**config.mk**
```make
export PLATFORM = sky130hd
export DESIGN_NAME = bcd_counter_nd
export DESIGN_NICKNAME = d
export VERILOG_FILES = /design/src/rtl/bcd_pkg.sv /design/src/rtl/bcd_digit_ud.sv /design/src/rtl/bcd_counter_nd.sv
export SDC_FILE = /design/constraint.sdc
export NUM_CORES = 1
export LEC_CHECK = 0
export ABC_CLOCK_PERIOD_IN_PS = 3800
export CAP_MARGIN = 20
export CORE_MARGIN = 5
export CORE_UTILIZATION = 52
export CTS_CLUSTER_DIAMETER = 40
export CTS_CLUSTER_SIZE = 14
export DETAILED_ROUTE_END_ITERATION = 10
export GPL_TIMING_DRIVEN = 0
export PLACE_DENSITY = 0.85
export SYNTH_ARGS = -nofsm -noshare
export SYNTH_HDL_FRONTEND = slang
export SYNTH_HIERARCHICAL = 1
export SYNTH_SLANG_ARGS = --single-unit
```
**constraint.sdc**
```tcl
create_clock -name clk -period 3.8 [get_ports clk]
set_input_delay 0.57 -clock clk [delete_from_list [all_inputs] [get_ports clk]]
set_output_delay 0.57 -clock clk [all_outputs]
set_load 0.01 [all_outputs]
```
**src/rtl/bcd_pkg.sv**
```systemverilog
// rtl/bcd_pkg.sv - shared BCD digit type, limits and clamp helper
package bcd_pkg;
  typedef logic [3:0] bcd_digit_t;

  localparam bcd_digit_t BCD_MAX = 4'd9;
  localparam bcd_digit_t BCD_MIN = 4'd0;

  function automatic bcd_digit_t bcd_clamp(input bcd_digit_t d);
    return (d > BCD_MAX) ? BCD_MAX : d;
  endfunction
endpackage

```
**src/rtl/bcd_digit_ud.sv**
```systemverilog
// rtl/bcd_digit_ud.sv - one BCD up/down digit with clear, clamped load and step
module bcd_digit_ud
  import bcd_pkg::*;
(
  input  logic       clk,
  input  logic       reset,
  input  logic       clear,
  input  logic       load,
  input  bcd_digit_t load_val,
  input  logic       step,
  input  logic       up_dn,
  output bcd_digit_t digit,
  output logic       is_max,
  output logic       is_min
);
  bcd_digit_t digit_q, digit_d;

  assign digit  = digit_q;
  assign is_max = (digit_q == BCD_MAX);
  assign is_min = (digit_q == BCD_MIN);

  always_comb begin
    digit_d = digit_q;
    if (clear) begin
      digit_d = BCD_MIN;
    end else if (load) begin
      digit_d = bcd_clamp(load_val);
    end else if (step) begin
      if (up_dn) digit_d = is_max ? BCD_MIN : digit_q + 4'd1;
      else       digit_d = is_min ? BCD_MAX : digit_q - 4'd1;
    end
  end

  always_ff @(posedge clk) begin
    if (reset) digit_q <= BCD_MIN;
    else       digit_q <= digit_d;
  end
endmodule

```
**src/rtl/bcd_counter_nd.sv**
```systemverilog
// rtl/bcd_counter_nd.sv - N-digit BCD up/down counter with load, clear, wrap/saturate and sticky overflow
module bcd_counter_nd
  import bcd_pkg::*;
#(
  parameter int NUM_DIGITS = 3,
  parameter int WRAP       = 0
) (
  input  logic                    clk,
  input  logic                    reset,
  input  logic                    clear,
  input  logic                    enable,
  input  logic                    up_dn,
  input  logic                    load,
  input  logic [4*NUM_DIGITS-1:0] load_val,
  output logic [4*NUM_DIGITS-1:0] count,
  output logic                    tc,
  output logic                    ovf
);
  logic [NUM_DIGITS-1:0] is_max, is_min, step;
  logic [NUM_DIGITS:0]   max_pre, min_pre;
  logic                  step_ok;
  logic                  ovf_q, ovf_d;

  // max_pre[i]/min_pre[i]: every digit below i is 9 / 0
  always_comb begin
    max_pre    = '0;
    min_pre    = '0;
    max_pre[0] = 1'b1;
    min_pre[0] = 1'b1;
    for (int i = 0; i < NUM_DIGITS; i++) begin
      max_pre[i+1] = max_pre[i] & is_max[i];
      min_pre[i+1] = min_pre[i] & is_min[i];
    end
  end

  assign tc      = up_dn ? max_pre[NUM_DIGITS] : min_pre[NUM_DIGITS];
  assign step_ok = enable & ~(tc & (WRAP == 0));

  always_comb begin
    step = '0;
    for (int i = 0; i < NUM_DIGITS; i++) begin
      step[i] = step_ok & (up_dn ? max_pre[i] : min_pre[i]);
    end
  end

  for (genvar g = 0; g < NUM_DIGITS; g++) begin : g_digit
    bcd_digit_ud u_digit (
      .clk      (clk),
      .reset    (reset),
      .clear    (clear),
      .load     (load),
      .load_val (load_val[4*g +: 4]),
      .step     (step[g]),
      .up_dn    (up_dn),
      .digit    (count[4*g +: 4]),
      .is_max   (is_max[g]),
      .is_min   (is_min[g])
    );
  end

  always_comb begin
    ovf_d = ovf_q;
    if (clear)            ovf_d = 1'b0;
    else if (load)        ovf_d = ovf_q;
    else if (enable & tc) ovf_d = 1'b1;
  end

  always_ff @(posedge clk) begin
    if (reset) ovf_q <= 1'b0;
    else       ovf_q <= ovf_d;
  end

  assign ovf = ovf_q;
endmodule

```
# Word-level counts from Yosys, hierarchy flattened
# Cells that the tools add are included.
# totals
register_bits	13
latch_bits	0
mem_bits_rw	0
rom_bits	0
input_bits	18
mem_count	0
# classes
add_sub_neg	6
mul	0
div_mod_pow	0
order_cmp	3
eq_ne	3
shift	0
n_mux	21
bitwise_logic	10
n_reduce_logical	8
# op_table
operator	n
$mux 4	18
$add 4x1->4 const B	3
$eq 4x4->1 const B	3
$gt 4x4->1 const B	3
$logic_not 4->1	3
$sub 4x1->4 const B	3
$and 1x1->1	8
$reduce_bool 2->1	3
$mux 1	3
$not 1->1	2
$reduce_and 2->1	1
$reduce_or 2->1	1

# Logic depth before layout (Yosys ltp)
# depth
word_depth	9
depth_mapped	9
ltp_nobuf	8

# Hierarchy
# Netlist, hierarchy kept.
# by_module_without_submodules
mod	n_inst	cells_each	area_per_inst_um2
bcd_digit_ud	3	46	361.6
bcd_counter_nd	1	15	111.4

# Worst setup path after synthesis
# OpenSTA, ideal clock, no wires.
# synth_path
path_type	register -> register
start	register g_digit[0].u_digit.digit_q[1]
end	register g_digit[1].u_digit.digit_q[2]
setup_ns	0.074
t_arrival_ns	2.186
t_required_ns	3.726
slack_ns	1.540
stages_incl_launch_ff	9
period_less_slack_ns	2.260
path_cell_list	dfxtp_1 -> buf_2 -> and4bb_2 -> nand3_1 -> o2bb2ai_2 -> nor3_1 -> or2b_4 -> or3_1 -> a31oi_1
# synth_via
elab_chain_len	8
elab_cells_between_ends	12
cone_classes	eq/ne: 1; mux: 2; bitwise: 7; reduce/logical: 2
# synth_lines
item	line_no	text
start, declared	bcd_digit_ud.sv:16	bcd_digit_t digit_q, digit_d;
start signal, assigned	bcd_digit_ud.sv:36	else digit_q <= digit_d;
$eq 4x4->1	bcd_digit_ud.sv:19	assign is_max = (digit_q == BCD_MAX);
named net is_max[0]	bcd_counter_nd.sv:19	logic [NUM_DIGITS-1:0] is_max, is_min, step;
$and 1x1->1 (2 in a row)	bcd_counter_nd.sv:31	max_pre[i+1] = max_pre[i] & is_max[i];
$mux 1	bcd_counter_nd.sv:36	assign tc = up_dn ? max_pre[NUM_DIGITS] : min_pre[NUM_DIGITS];
named net tc	bcd_counter_nd.sv:16	output logic tc,
$not 1->1	bcd_counter_nd.sv:37	assign step_ok = enable & ~(tc & (WRAP == 0));
$and 1x1->1	bcd_counter_nd.sv:37	
$and 1x1->1	bcd_counter_nd.sv:42	step[i] = step_ok & (up_dn ? max_pre[i] : min_pre[i]);
named net step[1]	bcd_counter_nd.sv:19	
$reduce_bool 2->1 (no source line)	n/a	
end signal, assigned	bcd_digit_ud.sv:36	
end, declared	bcd_digit_ud.sv:16	
# The timed path passes the listed nets, and every way through them passes these cells.
# A chain may end at the register's enable or synchronous reset.

# Worst setup path after layout
# layout_path
start	input up_dn
end	output tc
# layout_via
elab_chain_len	1
# layout_lines
item	line_no	text
start, declared	bcd_counter_nd.sv:12	input logic up_dn,
$mux 1	bcd_counter_nd.sv:36	
end, declared	bcd_counter_nd.sv:16	
# No other way between the ends.

==> impl_metrics.toml <==
[timing]
tightestPinTransition_ns = 0.819
finalClockSkew_ns = 0.00703
fin_crit_ns = 3.24
finalHoldViolCount = 0
rsz0062_at_grt = "no"
setup_viol = 0
min_period_over_period_pct = 85.1
slew_violations = 0
relSlewSlack_pct = 45.2
whs_ns = 0.514
fmax_mhz = 309
tns_ns = 0

[route]
drc = 0
ant_nets = 0
dr.pass1.iters = 4
routedWlPerCell_um = 14.7
drt_wl_total_mm = 3.17
via_per_inst = 5.95
drt_iter0_drc = 26
num_vias = 1285

[synthesis]
yosysSeqAreaShare_pct = 21.8
synth_edf_count = 0
synthFlopType = "dfxtp_1"
synth_seq_cells = 13
yosys.area.top_type = "dfxtp_1"
synth_area_per_cell_um2 = 7.82
yosysTopAreaCellShare_pct = 21.8
synth_area_leaders = "dfxtp_1 22%, a21oi_1 5.0%, xor2_1 4.4%"
syn-num-nets = 171
syn-cell-area_um2 = 1200
syn_inst = 153
synth.distinct_cells = 33
yosysWarnings = 6
synthArstFlopShare_pct = 0

[critical_path]
worstSetupPathType = "in2out"
crit_buf_inv = 2
crit_slowest_cell = "clkdlybuf4s50_1"
cp_max_fo = 24
crit_path_start_kind = "primary input"
crit_family = "buffers and inverters"
slowest_delay_ns = 1.00
cp_common_cell = "clkdlybuf4s50_1"
arrival_ns = 2.67
cp.required_ns = 3.23
crit_chain = "clkdlybuf4s50_1 > nand3_1 > o2bb2ai_2 > clkdlybuf4s50_1"
end_kind = "output port"

[floorplan]
start_util_pct = 54.1
die-height_um = 58.0
core_area_um2 = 2210
io-pin-count = 32
rows = 17
die-area_um2 = 3360
fp.dieW_um = 58.0

[placed_design]
gp_congestion = 0.790
port_buffers = 31
dp_hpwl_mm = 2.35

[layout]
fillCellCount = 199
mostFrequentLayoutCell = "clkdlybuf4s50_1"
layout_common_cells = "31 x clkdlybuf4s50_1, 13 x dfxtp_1, 12 x nor2_1, 12 x a21oi_1"
fin_nets = 207
antenna_cells = 0
layout-drive-gt1-share_pct = 14.9
area_delta_synth_final_pct = 31.1

[global_routing]
grt_max_degree = 25
grt_pass1_vias = 1208
grt_pass1_wl_mm = 5.23
antenna_found_initial = 0
grt.overflow.total = 0
grt_usage_pct = 19.4

[clock_network]
htree_num_levels = 1
cts_tree = "built"
clockRootBuffer = "clkbuf_4"
post_cts_buffers = 0
clock_path_buffers = 2
clkSinkCount = 13
clock_latency_ns = 0.29
clk_pin_slew_ns = 0.08
cts_resized = 0
cts_buffers = 3
postCtsHoldBufs = 0

[pwr]
p_leak_uw = 0.000616
ir_worst_vdd_mv = 0.194
powerDensity_nw_per_um2 = 232

[status]
status = "finished, final reports clean"

[min_path]
timing.hold.worst.class = "reg2reg"

[run]
max_cap_viol_count = 0
-- layout make-up --
class	instances	area, um2	share of cell area (%)
Tap cell	28	35.0	2.23
Inverter	8	30.0	1.92
Sequential cell	13	260	16.6
Clock buffer	4	26.3	1.68
Timing Repair Buffer	31	310	19.8
Multi-Input combinational cell	120	812	51.8
Buffer	12	93.8	5.99
-- layer usage --
layer	GRT usage (%)	wire length, um	share of wire (%)	up-vias
met1	22.9	1360	43	597
met2	34.0	1610	51	35
met3	3.12	135	4.3	9
li1	-	-	-	644
met4	9.27	70	2.2	0
met5	0	0	0	-
-- final timing paths --
kind / startpoint / endpoint / slack, ns / depth (start not counted)
worst max register to register: g_digit[0].u_digit/digit[1]$_SDFFE_PP0P_ / g_digit[1].u_digit/digit[2]$_SDFFE_PP0P_ / 1.27 / 8
worst min register to register: ovf$_SDFFE_PP0P_ / ovf$_SDFFE_PP0P_ / 0.51 / 1
worst max-delay path: up_dn / tc / 0.56 / 4
worst min-delay path: ovf$_SDFFE_PP0P_ / ovf$_SDFFE_PP0P_ / 0.51 / 1
-- cells by family after synthesis --
group	Yosys count	synth area share, %
DFF	13	21.8
buffers and inverters	20	10.4
muxes	1	0.837
xor gates and xnor gates	9	6.59
and+or+nand+nor	68	35.3
AOI/OAI and AO/OA	42	25.2
-- where the power goes --
part	internal [uW]	total, uW	switching [uW]
Combinational	64.9	124	59.3
Clock	40.8	91.5	50.7
Sequential	142	148	6.20
-- synth_stat cells (all sizes together), types with 4 or more instances --
cell	count
nand3	4
inv	8
or3	6
nor3	4
nor2	12
a21oi	12
dfxtp	13
nor4	7
buf	12
xor2	6
nand2	9
nand3b	6
o21ai	9
a31oi	6
-- per-stage QoR --
step | std cells | cell area, um2 | util [%] | setup WS [ns] | power [uW]
after global routing | 216 | 1570 | 70.9 | 0.405 | 384
after CTS | 216 | 1570 | 70.9 | 0.560 | 367
after global placement | 212 | 1540 | 69.7 | 0.398 | 270
final | 216 | 1570 | 70.9 | 0.564 | 364
after detailed placement | 212 | 1540 | 69.7 | 0.357 | 274
after floorplan | 153 | 1200 | - | 1.54 | 224
-- worst register-to-register path: cells and delay by family, from the launching register on --
kind	cells	cell delay, ns
DFF	1	0.35
AOI/OAI and AO/OA	2	0.31
buffers and inverters	1	0.21
and+or+nand+nor	5	1.60
-- sequential cells by signal, summed over array words and instances, names as in the netlist --
register	cells
g_digit.u_digit/digit	12
ovf	1
(Power assumes the default switching activity.)
